--- src/rtl/display_pkg.sv ---
// display_pkg: page-count helpers and shared constants; DISP_FLAG_PAGE_EN adds the ZF/OF flag page.
package display_pkg;
  localparam int FLAG_ZF_BIT = 0;
  localparam int FLAG_OF_BIT = 1;
  localparam logic MODE_MANUAL = 1'b0;
  localparam logic MODE_AUTO = 1'b1;
  function automatic int ndata(int data_w, int led_w);
    return data_w / led_w;
  endfunction
  function automatic int npages(int data_w, int led_w);
`ifdef DISP_FLAG_PAGE_EN
    return ndata(data_w, led_w) + 1;
`else
    return ndata(data_w, led_w);
`endif
  endfunction
  function automatic int psel_w(int data_w, int led_w);
    return $clog2(ndata(data_w, led_w) + 1);
  endfunction
endpackage

--- src/rtl/result_display_scan_if.sv ---
// result_display_scan_if: datapath-side inputs and LED-side outputs of the result pager.
interface result_display_scan_if import display_pkg::*; #(
  parameter int DATA_W = 32,
  parameter int LED_W = 8,
  parameter int PSEL_W = psel_w(DATA_W, LED_W)
);
  logic [DATA_W-1:0] data_in;
  logic zf;
  logic of;
  logic load;
  logic mode;
  logic [PSEL_W-1:0] page_sel;
  logic [LED_W-1:0] led;
  logic [PSEL_W-1:0] page_idx;
  logic page_wrap;
  modport master(output data_in, zf, of, load, mode, page_sel, input led, page_idx, page_wrap);
  modport slave(input data_in, zf, of, load, mode, page_sel, output led, page_idx, page_wrap);
endinterface

--- src/rtl/dwell_timer.sv ---
// dwell_timer: one-cycle tick every DWELL cycles while run is high; clears while run is low.
module dwell_timer #(
  parameter int DWELL = 50_000_000,
  parameter int CNT_W = $clog2(DWELL) + 1
) (
  input  logic clk,
  input  logic rst,
  input  logic run,
  output logic tick
);
  logic [CNT_W-1:0] cnt;
  assign tick = run && cnt == CNT_W'(DWELL - 1);
  always_ff @(posedge clk)
    cnt <= (rst || !run || tick) ? '0 : cnt + 1'b1;
endmodule

--- src/rtl/result_display_scan.sv ---
// result_display_scan: snapshots a result and pages it onto LEDs, manually or on a dwell timer.
// Define DISP_FLAG_PAGE_EN to add a ZF/OF page after the data pages.
module result_display_scan import display_pkg::*; #(
  parameter int DATA_W = 32,
  parameter int LED_W = 8,
  parameter int DWELL = 50_000_000
) (
  input logic clk,
  input logic rst,
  result_display_scan_if.slave bus
);
  localparam int NDATA = ndata(DATA_W, LED_W);
  localparam int NPAGES = npages(DATA_W, LED_W);
  localparam int PSEL_W = psel_w(DATA_W, LED_W);
  localparam int CNT_W = $clog2(DWELL) + 1;
  localparam logic [PSEL_W-1:0] LAST = PSEL_W'(NPAGES - 1);
  logic tick, auto_on, wrap_next;
  logic [PSEL_W-1:0] cur, page_next;
  logic [DATA_W-1:0] snap, snap_next;
  logic [LED_W-1:0] led_next, flag_led;
  dwell_timer #(.DWELL(DWELL), .CNT_W(CNT_W)) u_timer (
    .clk(clk),
    .rst(rst),
    .run(auto_on),
    .tick(tick)
  );
  // LEDs follow the next-state page and snapshot so every change shows after one cycle
  always_comb begin
    auto_on = bus.mode == MODE_AUTO;
    cur = bus.page_idx <= LAST ? bus.page_idx : '0;
    page_next = bus.mode == MODE_MANUAL ? bus.page_sel : !tick ? cur : cur == LAST ? '0 : cur + 1'b1;
    wrap_next = auto_on && tick && cur == LAST;
    snap_next = bus.load ? bus.data_in : snap;
    led_next = page_next == PSEL_W'(NDATA) ? flag_led : '0;
    for (int i = 0; i < NDATA; i++)
      if (page_next == PSEL_W'(i)) led_next = snap_next[i*LED_W +: LED_W];
  end
`ifdef DISP_FLAG_PAGE_EN
  logic snap_zf, snap_of, zf_next, of_next;
  always_comb begin
    zf_next = bus.load ? bus.zf : snap_zf;
    of_next = bus.load ? bus.of : snap_of;
    flag_led = '0;
    flag_led[FLAG_ZF_BIT] = zf_next;
    flag_led[FLAG_OF_BIT] = of_next;
  end
  always_ff @(posedge clk)
    if (rst) {snap_zf, snap_of} <= '0;
    else {snap_zf, snap_of} <= {zf_next, of_next};
`else
  logic unused_flags;
  assign unused_flags = ^{bus.zf, bus.of, FLAG_ZF_BIT, FLAG_OF_BIT};
  assign flag_led = '0;
`endif
  always_ff @(posedge clk)
    if (rst) begin
      snap <= '0;
      bus.led <= '0;
      bus.page_idx <= '0;
      bus.page_wrap <= 1'b0;
    end else begin
      snap <= snap_next;
      bus.led <= led_next;
      bus.page_idx <= page_next;
      bus.page_wrap <= wrap_next;
    end
endmodule

--- src/flat_wrapper.sv ---
// flat-port wrapper written by rule: the top's interface ports become plain ports
module result_display_scan_flat import display_pkg::*;
#(
  parameter int DATA_W = 32,
  parameter int LED_W = 8,
  parameter int DWELL = 50_000_000
)
  (clk, rst, bus_data_in, bus_zf, bus_of, bus_load, bus_mode, bus_page_sel, bus_led, bus_page_idx, bus_page_wrap);
  result_display_scan_if #(.DATA_W(DATA_W), .LED_W(LED_W), .PSEL_W((3))) bus_i ();
  input logic clk;
  input logic rst;
  input wire logic [$bits(bus_i.data_in)-1:0] bus_data_in;
  input wire logic [$bits(bus_i.zf)-1:0] bus_zf;
  input wire logic [$bits(bus_i.of)-1:0] bus_of;
  input wire logic [$bits(bus_i.load)-1:0] bus_load;
  input wire logic [$bits(bus_i.mode)-1:0] bus_mode;
  input wire logic [$bits(bus_i.page_sel)-1:0] bus_page_sel;
  output wire logic [$bits(bus_i.led)-1:0] bus_led;
  output wire logic [$bits(bus_i.page_idx)-1:0] bus_page_idx;
  output wire logic [$bits(bus_i.page_wrap)-1:0] bus_page_wrap;
  assign bus_i.data_in = bus_data_in;
  assign bus_i.zf = bus_zf;
  assign bus_i.of = bus_of;
  assign bus_i.load = bus_load;
  assign bus_i.mode = bus_mode;
  assign bus_i.page_sel = bus_page_sel;
  assign bus_led = bus_i.led;
  assign bus_page_idx = bus_i.page_idx;
  assign bus_page_wrap = bus_i.page_wrap;
  result_display_scan #(.DATA_W(DATA_W), .LED_W(LED_W), .DWELL(DWELL)) u_core (.clk(clk), .rst(rst), .bus(bus_i));
endmodule
--- config.mk ---
export PLATFORM = sky130hd
export DESIGN_NAME = result_display_scan_flat
export DESIGN_NICKNAME = d
export VERILOG_FILES = /design/src/rtl/display_pkg.sv /design/src/rtl/result_display_scan_if.sv /design/src/rtl/dwell_timer.sv /design/src/rtl/result_display_scan.sv /design/src/flat_wrapper.sv
export SDC_FILE = /design/constraint.sdc
export NUM_CORES = 1
export LEC_CHECK = 0
export CAP_MARGIN = 0
export CORE_MARGIN = 2
export CORE_UTILIZATION = 48
export CTS_CLUSTER_DIAMETER = 80
export DETAILED_ROUTE_END_ITERATION = 12
export PLACE_DENSITY = 0.76
export SETUP_SLACK_MARGIN = 0.4
export SYNTH_ARGS = -nofsm -noshare
export SYNTH_HDL_FRONTEND = slang
export SYNTH_SLANG_ARGS = --single-unit
--- constraint.sdc ---
create_clock -name clk -period 2.21 [get_ports clk]
set_input_delay 0.442 -clock clk [delete_from_list [all_inputs] [get_ports clk]]
set_output_delay 0.442 -clock clk [all_outputs]
set_load 0.005 [all_outputs]
==> impl_metrics.toml <==
[outcome]
status = "complete, but fails checks"
violations = "DRC, setup timing"

[job]
maxCapViolations = 0

[clocking]
clk_path_buf_depth = 2
htree_levels = 3
cts_tree = "done"
numCtsBuffers = 9
clkLatencyLatePin_ns = 0.34
cts.clk_slew.worst_paths_ns = 0.08
clock-root-buffer = "clkbuf_8"
cts.sinks = 71

[synthesis]
synth-seq-area-share_pct = 44.2
netlist_area_mm2 = 0.00322
synth_edf_count = 0
syn_inst = 335
synth_cell_type_count = 44
synth_warnings = 0
synthFlopType = "dfxtp_1"
syn-num-nets = 378
avgSynthCellArea_um2 = 9.60
synth_area_leader_cell = "dfxtp_1"
synth_top_area_share_pct = 44.2
synth_top_cells_by_area = "dfxtp_1 44%, mux2i_1 11%, nor2_1 7.2%"
ys_ff_latch = 71
ys_async_sr_fraction_pct = 0

[die]
die_w_um = 85.9
dieHeight_um = 85.9
start_util_pct = 50.1
rows = 29
die_area_mm2 = 0.00737
core_mm2 = 0.00642
num_io_pins = 53

[worst_setup_path]
cpMaxStageDelayCell = "or4_4"
crit_end = "u_core.bus.led[4]"
r2r_start = "u_core.u_timer.cnt[7]"
r2r_end = "u_core.bus.led[4]"
required_ns = 2.48
crit_path_max_fanout = 7
worstPathCellList = "or4_4, nor4_4, nand2_2, mux2i_2, a211oi_2, o21ai_2, o211ai_1"
ff2ff_path_depth = 7
cp-startpoint = "u_core.u_timer.cnt[7]"
endpoint_kind = "flip-flop"
slowest_delay_ns = 0.54
critical-path-top-delay-family = "simple AND/OR/NAND/NOR gates"
rrSetupSlack_ns = -0.05
crit_buf_inv = 0
cp.depth = 7
critical_path_class = "reg -> reg"
start_kind = "flip-flop"
critPathArrivalTime_ns = 2.53

[global_route]
antenna_found_initial = 0
grt-ovfl-total = 0
grt_max_degree = 42
grt_pass1_wl_um = 11700
grt_pass1_vias = 2427
gr-usage-all-layers_pct = 20.2

[cells_and_area]
stdcell_area_mm2 = 0.00431
areaGrowthSynthToFinish_pct = 34.1
multi_input_area_mm2 = 0.00187
mostFrequentLayoutCell = "dfxtp_1"
nets = 447
fillerInstances = 490
fin_util_pct = 67.2
layout_common_cells = "67 x dfxtp_1, 53 x nor2_1, 48 x clkdlybuf4s50_1, 34 x mux2i_1, 21 x nand2_1"
diodes = 0
seq_area_mm2 = 0.00143
fin_cells = 486
post_route_cells_drive_above_1_share_pct = 20.8

[worst_hold_path]
min_from = "u_core.u_timer.cnt[0]"
holdCritPathClass = "reg -> reg"

[power]
p_seq_share_pct = 46.6
power_mw = 2.90
switching_power_mw = 0.692
switching_share_pct = 23.8
p_per_area_mw_per_mm2 = 673
peakVddDrop_mv = 0.363
comb_power_share_pct = 12.9
clkPwrFrac_pct = 40.5
power_leakage_nw = 1.69
p_int_mw = 2.21

[timing]
finClkSkew_ns = 0.00972
rsz0062_at_grt = "yes"
timing.hold.ws_ns = 0.481
slew_violations = 0
fmax_ghz = 0.443
relSlewSlack_pct = 55.3
min_period_ns = 2.26
tns_ns = -0.252
final-setup-viol-count = 7
fin_crit_sh_pct = 102
finalHoldViolations = 0
worstMarginPinSlew_ns = 0.669
setup_slack_ns = -0.0462

[routing]
viasPerCell = 5.37
drt-total-wl_um = 7290
ant_nets = 0
drtPass1Iterations = 9
num_vias = 2608
first_iter_violations = 235
wire_per_inst_um = 15.0
drc = 8

[place]
place_area_mm2 = 0.00390
placed_cells = 462
preCtsSetupSlack_ns = -0.524
io_buffers = 50
place.gp.congestion = 0.809
dp.final_hpwl_um = 4680
-- worst min-delay path by stage --
| stage | slack, ns | endpoint | depth (start not counted) |
|---|---|---|---|
| 2_1_floorplan | 0.44 | u_core.u_timer.cnt[0] | 1 |
| 3_3_place_gp | 0.46 | u_core.u_timer.cnt[0] | 1 |
| 3_5_place_dp | 0.47 | u_core.u_timer.cnt[0] | 1 |
| 4_1_cts | 0.49 | u_core.u_timer.cnt[0] | 1 |
| 5_1_grt | 0.50 | u_core.u_timer.cnt[0] | 1 |
| 6_report | 0.48 | u_core.u_timer.cnt[0] | 1 |
-- cells in the mapped netlist, drive strengths merged, types with 2 or more instances --
cell type,number
or3,4
ha,2
and4,6
a221oi,2
nor2b,12
xnor2,4
and3,4
nand2b,9
nor2,62
mux2i,36
o211ai,7
clkbuf,10
nand4,4
nand3,12
and2,6
mux4,7
dfxtp,71
buf,5
nor3b,3
a21oi,6
nand2,22
o21ai,6
inv,3
xor2,18
-- area by class of cell --
cell class	count	area share, %
multi-input combinational	249	43.4
sequential	71	33.1
timing repair buffer	70	15.8
clock buffer	10	3.19
tap	77	2.23
clock inverter	6	2.09
inverter	3	0.261
-- repair_timing --
item | CTS | global route
setup buffers | 3 | 2
endpoints found under the hold margin | 0 | 0
setup endpoints to repair | 38 | 38
pin swaps | 16 | 25
cloned | 3 | 0
hold buffers | 0 | 0
gates resized for setup | 13 | 21
-- power groups by stage --
stage	Sequential (mW)	Clock [mW]	Combinational (mW)
finish	1.35	1.18	0.374
global route	1.36	1.24	0.405
CTS	1.35	1.20	0.361
detailed placement	1.38	0	0.346
global placement	1.38	0	0.341
floorplan	1.38	0	0.193
-- cells by family after synthesis --
kind of cell	Yosys count	synth area share (%)
adder cells (fa/ha/maj)	2	0.778
multiplexers	43	16.2
AO/OA/AOI/OAI	27	5.72
XOR/XNOR	22	6.23
buffers and inverters	18	2.45
flip-flops	71	44.2
AND/OR/NAND/NOR	152	24.4
-- registers in the layout, indices dropped and copies added, names as in the netlist --
register / cells
u_core.snap: 32
u_core.u_timer.cnt: 27
u_core.bus.led: 8
u_core.bus.page_idx: 3
u_core.bus.page_wrap: 1
-- layer usage --
metal / wire [um] / share of wire [%] / global-route usage (%)
met1: 3540 / 49 / 28.1
met2: 3240 / 44 / 30.6
met3: 362 / 5.0 / 4.33
met4: 146 / 2.0 / 8.23
met5: 0 / 0 / 0
No activity file was read; power rests on OpenSTA's default activity.
